**config.mk**
```make
export PLATFORM = sky130hd
export DESIGN_NAME = dmem_arbiter_flat
export DESIGN_NICKNAME = d
export VERILOG_FILES = /design/src/rtl/dmem_arbiter_if.sv /design/src/rtl/dmem_arbiter.sv /design/src/flat_wrapper.sv
export SDC_FILE = /design/constraint.sdc
export NUM_CORES = 1
export LEC_CHECK = 0
export CORE_MARGIN = 3
export CORE_UTILIZATION = 29
export CTS_CLUSTER_DIAMETER = 200
export CTS_CLUSTER_SIZE = 16
export DETAILED_ROUTE_END_ITERATION = 10
export HOLD_SLACK_MARGIN = 0.02
export PLACE_DENSITY = 0.7
export SLEW_MARGIN = 20
export SYNTH_ARGS = -nofsm -noshare
export SYNTH_HDL_FRONTEND = slang
export SYNTH_SLANG_ARGS = --single-unit
```
**constraint.sdc**
```tcl
create_clock -name clock -period 2.45 [get_ports clock]
set_input_delay 0.245 -clock clock [delete_from_list [all_inputs] [get_ports clock]]
set_output_delay 0.245 -clock clock [all_outputs]
set_load 0.05 [all_outputs]
```
**src/rtl/dmem_arbiter_if.sv**
```systemverilog
// Bundles the CPU and host request ports plus the data-memory port of dmem_arbiter.
// The slave modport is the arbiter side. The master modport is the requester/memory side.
interface dmem_arbiter_if #(
  parameter int AW = 8,
  parameter int DW = 16
);
  logic          cpu_req;
  logic          cpu_wr;
  logic [AW-1:0] cpu_addr;
  logic [DW-1:0] cpu_wdata;
  logic          cpu_ack;
  logic [DW-1:0] cpu_rdata;

  logic          host_req;
  logic          host_wr;
  logic [AW-1:0] host_addr;
  logic [DW-1:0] host_wdata;
  logic          host_ack;
  logic [DW-1:0] host_rdata;

  logic [AW-1:0] mem_addr;
  logic          mem_wr;
  logic [DW-1:0] mem_wdata;
  logic [DW-1:0] mem_rdata;

  // Handshake: a requester raises req with wr/addr/wdata stable and holds it
  // until its ack. ack is a one-cycle pulse, and rdata is valid only while ack=1.
  modport slave (
    input  cpu_req, cpu_wr, cpu_addr, cpu_wdata,
    output cpu_ack, cpu_rdata,
    input  host_req, host_wr, host_addr, host_wdata,
    output host_ack, host_rdata,
    output mem_addr, mem_wr, mem_wdata,
    input  mem_rdata
  );

  modport master (
    output cpu_req, cpu_wr, cpu_addr, cpu_wdata,
    input  cpu_ack, cpu_rdata,
    output host_req, host_wr, host_addr, host_wdata,
    input  host_ack, host_rdata,
    input  mem_addr, mem_wr, mem_wdata,
    output mem_rdata
  );
endinterface

```
**src/rtl/dmem_arbiter.sv**
```systemverilog
// CPU/host arbiter for the single-port data memory: IDLE -> ACCESS -> RESP, round-robin on ties.
// Define DMEM_ARB_CPU_PRIO_EN for fixed CPU priority (no last-served register).
module dmem_arbiter #(
  parameter int AW = 8,
  parameter int DW = 16
) (
  input  logic             clock,
  input  logic             reset,
  dmem_arbiter_if.slave    bus,
  output logic             busy,
  output logic [1:0]       grant,
  output logic [1:0]       o_dbg_state
);

  typedef enum logic [1:0] {
    IDLE   = 2'd0,
    ACCESS = 2'd1,
    RESP   = 2'd2
  } state_t;

  state_t        r_state;
  state_t        w_next;

  logic [1:0]    r_grant;
  logic          r_op_wr;
  logic [AW-1:0] r_mem_addr;
  logic          r_mem_wr;
  logic [DW-1:0] r_mem_wdata;

  logic          w_any_req;
  logic          w_pick_cpu;
  logic          w_start;
  logic          w_resp;

`ifndef DMEM_ARB_CPU_PRIO_EN
  logic          r_last_host;
`endif

  // Arbitration decision, only consumed in IDLE
  always_comb begin
    w_any_req = bus.cpu_req | bus.host_req;
`ifdef DMEM_ARB_CPU_PRIO_EN
    w_pick_cpu = bus.cpu_req;
`else
    w_pick_cpu = bus.cpu_req & (~bus.host_req | r_last_host);
`endif
  end

  always_comb begin
    w_next  = r_state;
    w_start = 1'b0;
    case (r_state)
      IDLE: begin
        if (w_any_req) begin
          w_next  = ACCESS;
          w_start = 1'b1;
        end
      end
      ACCESS:  w_next = RESP;
      RESP:    w_next = IDLE;
      default: w_next = IDLE;
    endcase
  end

  always_ff @(posedge clock) begin
    if (reset) r_state <= IDLE;
    else       r_state <= w_next;
  end

  // Memory command registers are loaded on the IDLE->ACCESS edge and cleared entering RESP
  always_ff @(posedge clock) begin
    if (reset) begin
      r_grant     <= 2'b00;
      r_op_wr     <= 1'b0;
      r_mem_addr  <= '0;
      r_mem_wr    <= 1'b0;
      r_mem_wdata <= '0;
    end else begin
      case (r_state)
        IDLE: begin
          if (w_start) begin
            r_grant     <= w_pick_cpu ? 2'b01 : 2'b10;
            r_op_wr     <= w_pick_cpu ? bus.cpu_wr    : bus.host_wr;
            r_mem_addr  <= w_pick_cpu ? bus.cpu_addr  : bus.host_addr;
            r_mem_wr    <= w_pick_cpu ? bus.cpu_wr    : bus.host_wr;
            r_mem_wdata <= w_pick_cpu ? bus.cpu_wdata : bus.host_wdata;
          end
        end
        ACCESS: begin
          r_mem_addr  <= '0;
          r_mem_wr    <= 1'b0;
          r_mem_wdata <= '0;
        end
        RESP: begin
          r_grant <= 2'b00;
          r_op_wr <= 1'b0;
        end
        default: begin
          r_grant     <= 2'b00;
          r_op_wr     <= 1'b0;
          r_mem_addr  <= '0;
          r_mem_wr    <= 1'b0;
          r_mem_wdata <= '0;
        end
      endcase
    end
  end

`ifndef DMEM_ARB_CPU_PRIO_EN
  always_ff @(posedge clock) begin
    if (reset)        r_last_host <= 1'b1;
    else if (w_start) r_last_host <= ~w_pick_cpu;
  end
`endif

  always_comb begin
    w_resp         = (r_state == RESP);
    busy           = (r_state != IDLE);
    grant          = r_grant;
    o_dbg_state    = r_state;
    bus.mem_addr   = r_mem_addr;
    // Reset during ACCESS must suppress the write taken on that same edge
    bus.mem_wr     = r_mem_wr & ~reset;
    bus.mem_wdata  = r_mem_wdata;
    bus.cpu_ack    = w_resp & r_grant[0];
    bus.host_ack   = w_resp & r_grant[1];
    bus.cpu_rdata  = (bus.cpu_ack  & ~r_op_wr) ? bus.mem_rdata : '0;
    bus.host_rdata = (bus.host_ack & ~r_op_wr) ? bus.mem_rdata : '0;
  end

endmodule

```
**src/flat_wrapper.sv**
```systemverilog
// flat-port wrapper written by rule: the top's interface ports become plain ports
module dmem_arbiter_flat 
#(
  parameter int AW = 8,
  parameter int DW = 16
)
  (clock, reset, busy, grant, o_dbg_state, bus_cpu_req, bus_cpu_wr, bus_cpu_addr, bus_cpu_wdata, bus_cpu_ack, bus_cpu_rdata, bus_host_req, bus_host_wr, bus_host_addr, bus_host_wdata, bus_host_ack, bus_host_rdata, bus_mem_addr, bus_mem_wr, bus_mem_wdata, bus_mem_rdata);
  dmem_arbiter_if #(.AW(AW), .DW(DW)) bus_i ();
  input  logic clock;
  input  logic reset;
  output logic busy;
  output logic [1:0] grant;
  output logic [1:0] o_dbg_state;
  input wire logic [$bits(bus_i.cpu_req)-1:0] bus_cpu_req;
  input wire logic [$bits(bus_i.cpu_wr)-1:0] bus_cpu_wr;
  input wire logic [$bits(bus_i.cpu_addr)-1:0] bus_cpu_addr;
  input wire logic [$bits(bus_i.cpu_wdata)-1:0] bus_cpu_wdata;
  output wire logic [$bits(bus_i.cpu_ack)-1:0] bus_cpu_ack;
  output wire logic [$bits(bus_i.cpu_rdata)-1:0] bus_cpu_rdata;
  input wire logic [$bits(bus_i.host_req)-1:0] bus_host_req;
  input wire logic [$bits(bus_i.host_wr)-1:0] bus_host_wr;
  input wire logic [$bits(bus_i.host_addr)-1:0] bus_host_addr;
  input wire logic [$bits(bus_i.host_wdata)-1:0] bus_host_wdata;
  output wire logic [$bits(bus_i.host_ack)-1:0] bus_host_ack;
  output wire logic [$bits(bus_i.host_rdata)-1:0] bus_host_rdata;
  output wire logic [$bits(bus_i.mem_addr)-1:0] bus_mem_addr;
  output wire logic [$bits(bus_i.mem_wr)-1:0] bus_mem_wr;
  output wire logic [$bits(bus_i.mem_wdata)-1:0] bus_mem_wdata;
  input wire logic [$bits(bus_i.mem_rdata)-1:0] bus_mem_rdata;
  assign bus_i.cpu_req = bus_cpu_req;
  assign bus_i.cpu_wr = bus_cpu_wr;
  assign bus_i.cpu_addr = bus_cpu_addr;
  assign bus_i.cpu_wdata = bus_cpu_wdata;
  assign bus_cpu_ack = bus_i.cpu_ack;
  assign bus_cpu_rdata = bus_i.cpu_rdata;
  assign bus_i.host_req = bus_host_req;
  assign bus_i.host_wr = bus_host_wr;
  assign bus_i.host_addr = bus_host_addr;
  assign bus_i.host_wdata = bus_host_wdata;
  assign bus_host_ack = bus_i.host_ack;
  assign bus_host_rdata = bus_i.host_rdata;
  assign bus_mem_addr = bus_i.mem_addr;
  assign bus_mem_wr = bus_i.mem_wr;
  assign bus_mem_wdata = bus_i.mem_wdata;
  assign bus_i.mem_rdata = bus_mem_rdata;
  dmem_arbiter #(.AW(AW), .DW(DW)) u_core (.clock(clock), .reset(reset), .bus(bus_i), .busy(busy), .grant(grant), .o_dbg_state(o_dbg_state));
endmodule
```
==> metrics.txt <==
# TYPE chip_impl_metric gauge
chip_impl_metric{name="cts_max_level",unit=""} 2
chip_impl_metric{name="routability_cong",unit=""} 0.756
chip_impl_metric{name="power.density",unit="nW/um^2"} 438
chip_impl_metric{name="internal-power",unit="uW"} 1040
chip_impl_metric{name="antenna_cells",unit=""} 0
chip_impl_metric{name="synthCells",unit=""} 212
chip_impl_metric{name="wire_per_inst",unit="um"} 14.1
chip_impl_metric{name="antenna_found_initial",unit=""} 0
chip_impl_metric{name="synth_area",unit="um^2"} 1830
chip_impl_metric{name="ir_worst_vdd",unit="mV"} 0.257
chip_impl_info{name="tritoncts",value="built"} 1
chip_impl_metric{name="nets",unit=""} 411
chip_impl_metric{name="initial_utilization",unit="%"} 30.3
chip_impl_metric{name="syn-mean-instance-area",unit="um^2"} 8.61
chip_impl_metric{name="die_h",unit="um"} 85.3
chip_impl_metric{name="detailedPlace.worstSlack",unit="ns"} 0.300
chip_impl_metric{name="die_width",unit="um"} 85.3
chip_impl_metric{name="tritoncts.num_buffers",unit=""} 5
chip_impl_metric{name="count_of_warnings_emitted_by_yosys",unit=""} 0
chip_impl_metric{name="post_drt_via_cell_ratio",unit=""} 4.75
chip_impl_metric{name="synth_async_sr_flop_share",unit="%"} 0
chip_impl_metric{name="place.detailed.instances",unit=""} 409
chip_impl_metric{name="row_count",unit=""} 28
chip_impl_info{name="yosysTopAreaCell",value="sky130_fd_sc_hd__dfxtp_1"} 1
chip_impl_info{name="worstSetupPathType",value="reg2out"} 1
chip_impl_metric{name="max_fo_critical_path",unit=""} 16
chip_impl_metric{name="final_core_utilization",unit="%"} 60.2
chip_impl_metric{name="timing_hold_violations_final",unit=""} 0
chip_impl_metric{name="vias",unit=""} 1982
chip_impl_metric{name="synth_seq_area_share",unit="%"} 34.0
chip_impl_metric{name="p_switching",unit="uW"} 553
chip_impl_metric{name="place.detailed.hpwl",unit="um"} 4700
chip_impl_metric{name="p_sw_share",unit="%"} 34.8
chip_impl_info{name="synth.most_common_cell",value="sky130_fd_sc_hd__inv_1"} 1
chip_impl_metric{name="hold_buffers",unit=""} 0
chip_impl_metric{name="grt_pass1_wl",unit="um"} 9290
chip_impl_metric{name="port-buffer-count",unit=""} 133
chip_impl_metric{name="number_of_register_bits_inferred_by_synthesis",unit=""} 31
chip_impl_metric{name="worst-slew-pin-transition",unit="ns"} 1.03
chip_impl_metric{name="design.core.area",unit="um^2"} 6030
chip_impl_metric{name="cts_max_path_buffers",unit=""} 2
chip_impl_metric{name="netlist.area_leader.share",unit="%"} 34.0
chip_impl_metric{name="grt_start_max_net_pins",unit=""} 31
chip_impl_metric{name="finish.instance_area",unit="um^2"} 3630
chip_impl_metric{name="die-area",unit="um^2"} 7280
chip_impl_info{name="crit_path_start_kind",value="register"} 1
chip_impl_info{name="synth.cells.most_frequent",value="sky130_fd_sc_hd__inv_1 (50), sky130_fd_sc_hd__and2_1 (32), sky130_fd_sc_hd__dfxtp_1 (31)"} 1
chip_impl_metric{name="initialDrtViolationCount",unit=""} 70
chip_impl_metric{name="clk-insertion-delay-late",unit="ns"} 0.28
chip_impl_metric{name="post-route-drc-count",unit=""} 0
chip_impl_metric{name="tns",unit="ns"} 0
chip_impl_info{name="endpoint_type_of_the_worst_setup_path",value="output port"} 1
chip_impl_metric{name="path_clk_slew",unit="ns"} 0.06
chip_impl_metric{name="area.growth.synth_to_final",unit="%"} 98.7
chip_impl_metric{name="post-route-period-util",unit="%"} 83.5
chip_impl_metric{name="number_of_enable_flip_flop_cells_after_synthesis",unit=""} 0
chip_impl_metric{name="grt_pass1_vias",unit=""} 1917
chip_impl_metric{name="synth_fp_nets",unit=""} 282
chip_impl_metric{name="final_period_minus_worst_setup_slack",unit="ns"} 2.04
chip_impl_metric{name="post_route_cells_drive_above_1_share",unit="%"} 17.3
chip_impl_metric{name="cellLeakagePower",unit="uW"} 0.00154
chip_impl_metric{name="final_cell_count_no_fill",unit=""} 417
chip_impl_info{name="status",value="completed"} 1
chip_impl_metric{name="slew-limit-headroom",unit="%"} 31.0
chip_impl_metric{name="clockPowerShare",unit="%"} 23.6
chip_impl_info{name="hold_path.class",value="reg2reg"} 1
chip_impl_metric{name="req_time_crit_path",unit="ns"} 2.20
chip_impl_metric{name="number_of_distinct_library_cells_after_synthesis",unit=""} 31
chip_impl_info{name="ys.flop_type",value="sky130_fd_sc_hd__dfxtp_1"} 1
chip_impl_metric{name="setup_viol_count_final",unit=""} 0
chip_impl_metric{name="drtAntennaViolNets",unit=""} 0
chip_impl_metric{name="dpl_cell_area",unit="um^2"} 3550
chip_impl_metric{name="post_cts.repair.setup_buffers",unit=""} 0
chip_impl_info{name="grt_setup_unrepaired",value="no"} 1
chip_impl_metric{name="detail_route.first_pass.iterations",unit=""} 4
chip_impl_metric{name="fmax",unit="GHz"} 0.489
chip_impl_metric{name="drt_wl_total",unit="um"} 5880
chip_impl_metric{name="pwr-share-comb",unit="%"} 39.2
chip_impl_metric{name="cp.arrival",unit="ns"} 1.80
chip_impl_metric{name="clock_sink_count",unit=""} 31
chip_impl_info{name="yosys-top-cells-area",value="sky130_fd_sc_hd__dfxtp_1 (34%), sky130_fd_sc_hd__o221a_1 (15%), sky130_fd_sc_hd__a32oi_1 (12%)"} 1
chip_impl_metric{name="max_cap_violation_count",unit=""} 0
chip_impl_info{name="root_buffer",value="sky130_fd_sc_hd__clkbuf_8"} 1
chip_impl_metric{name="fin_ws",unit="ns"} 0.405
chip_impl_metric{name="num_io_pins",unit=""} 134
chip_impl_metric{name="worst_clock_skew",unit="ns"} 0.00593
chip_impl_metric{name="grt_use_total",unit="%"} 15.8
chip_impl_metric{name="cts-resized-gates",unit=""} 0
chip_impl_metric{name="power.sequential.fraction",unit="%"} 37.2
chip_impl_metric{name="finalMaxSlewViolations",unit=""} 0
chip_impl_metric{name="global_route.overflow_total",unit=""} 0
metrics by stage:
stage | total power [uW] | hold slack (ns)
global placement | 1220 | 0.515
floorplan | 955 | 0.434
detailed placement | 1230 | 0.511
finish | 1590 | 0.530
global route | 1670 | 0.539
CTS | 1610 | 0.529
cells by family (layout without fill, tap and decap cells):
family,after synthesis,count (layout),synth area share (%)
AOI/OAI and AO/OA,60,60,31.4
buffers and inverters,71,201,16.9
DFF,31,31,34.0
and+or+nand+nor,50,50,17.8
cell type report:
type / count / area [um^2]
inverters: 52 / 195
flip-flops and latches: 31 / 621
fillers: 520 / 2400
multi-input cells: 110 / 900
clock buffers: 7 / 76.3
clock inverters: 1 / 5.00
well taps: 75 / 93.8
repair buffers: 141 / 1740
critical path, stage by stage, from the launching register on:
cell	delay (ns)
sky130_fd_sc_hd__dfxtp_1	0.41
sky130_fd_sc_hd__and3b_1	0.31
sky130_fd_sc_hd__and2b_1	0.40
sky130_fd_sc_hd__and2_1	0.25
sky130_fd_sc_hd__buf_12	0.15
flip-flops by register name (all words and copies together) (netlist names):
register              cells
u_core.bus.mem_addr       8
u_core.o_dbg_state        2
u_core.r_last_host        1
u_core.bus.mem_wdata     16
u_core.r_op_wr            1
u_core.r_mem_wr           1
u_core.grant              2
power by group through the flow:
stage | registers [uW] | clock network (uW) | logic [uW]
finish | 592 | 375 | 623
global route | 599 | 413 | 661
CTS | 592 | 391 | 628
detailed placement | 601 | 0 | 627
global placement | 602 | 0 | 619
floorplan | 757 | 0 | 198
metal layers:
layer	wire, um	up-vias	track usage, %
met5	0	-	0
met4	55	0	3.45
met3	607	5	5.83
met2	2720	108	26.5
met1	2500	858	19.2
li1	-	1011	-
path summary, 6_finish.rpt:
path                                         start                                    end  slack, ns  cells past startpoint
max             u_core.o_dbg_state[0]$_SDFFE_PP0P_                      bus_cpu_rdata[10]       0.41                      4
min          u_core.bus.mem_wdata[11]$_SDFFE_PP0P_  u_core.bus.mem_wdata[11]$_SDFFE_PP0P_       0.53                      1
max reg2reg     u_core.o_dbg_state[1]$_SDFFE_PP0P_   u_core.bus.mem_wdata[0]$_SDFFE_PP0P_       0.89                      2
min reg2reg  u_core.bus.mem_wdata[11]$_SDFFE_PP0P_  u_core.bus.mem_wdata[11]$_SDFFE_PP0P_       0.53                      1
layout by cell type, fill, tap and decap left out, types with 2 or more instances in the layout:
master / netlist / routed
sky130_fd_sc_hd__a211oi_1: 2 / 2
sky130_fd_sc_hd__a21oi_1: 2 / 2
sky130_fd_sc_hd__a311oi_1: 2 / 2
sky130_fd_sc_hd__a32oi_1: 24 / 24
sky130_fd_sc_hd__and2_1: 32 / 32
sky130_fd_sc_hd__and2b_1: 3 / 3
sky130_fd_sc_hd__and3b_1: 2 / 2
sky130_fd_sc_hd__buf_12: 0 / 35
sky130_fd_sc_hd__buf_4: 6 / 10
sky130_fd_sc_hd__clkbuf_1: 2 / 2
sky130_fd_sc_hd__clkbuf_8: 0 / 5
sky130_fd_sc_hd__clkdlybuf4s50_1: 0 / 96
sky130_fd_sc_hd__dfxtp_1: 31 / 31
sky130_fd_sc_hd__inv_1: 50 / 50
sky130_fd_sc_hd__inv_2: 2 / 2
sky130_fd_sc_hd__nor2_2: 1 / 2
sky130_fd_sc_hd__nor3_1: 3 / 3
sky130_fd_sc_hd__o211ai_1: 2 / 2
sky130_fd_sc_hd__o221a_1: 24 / 24
No activity file was read; power rests on OpenSTA's default activity.
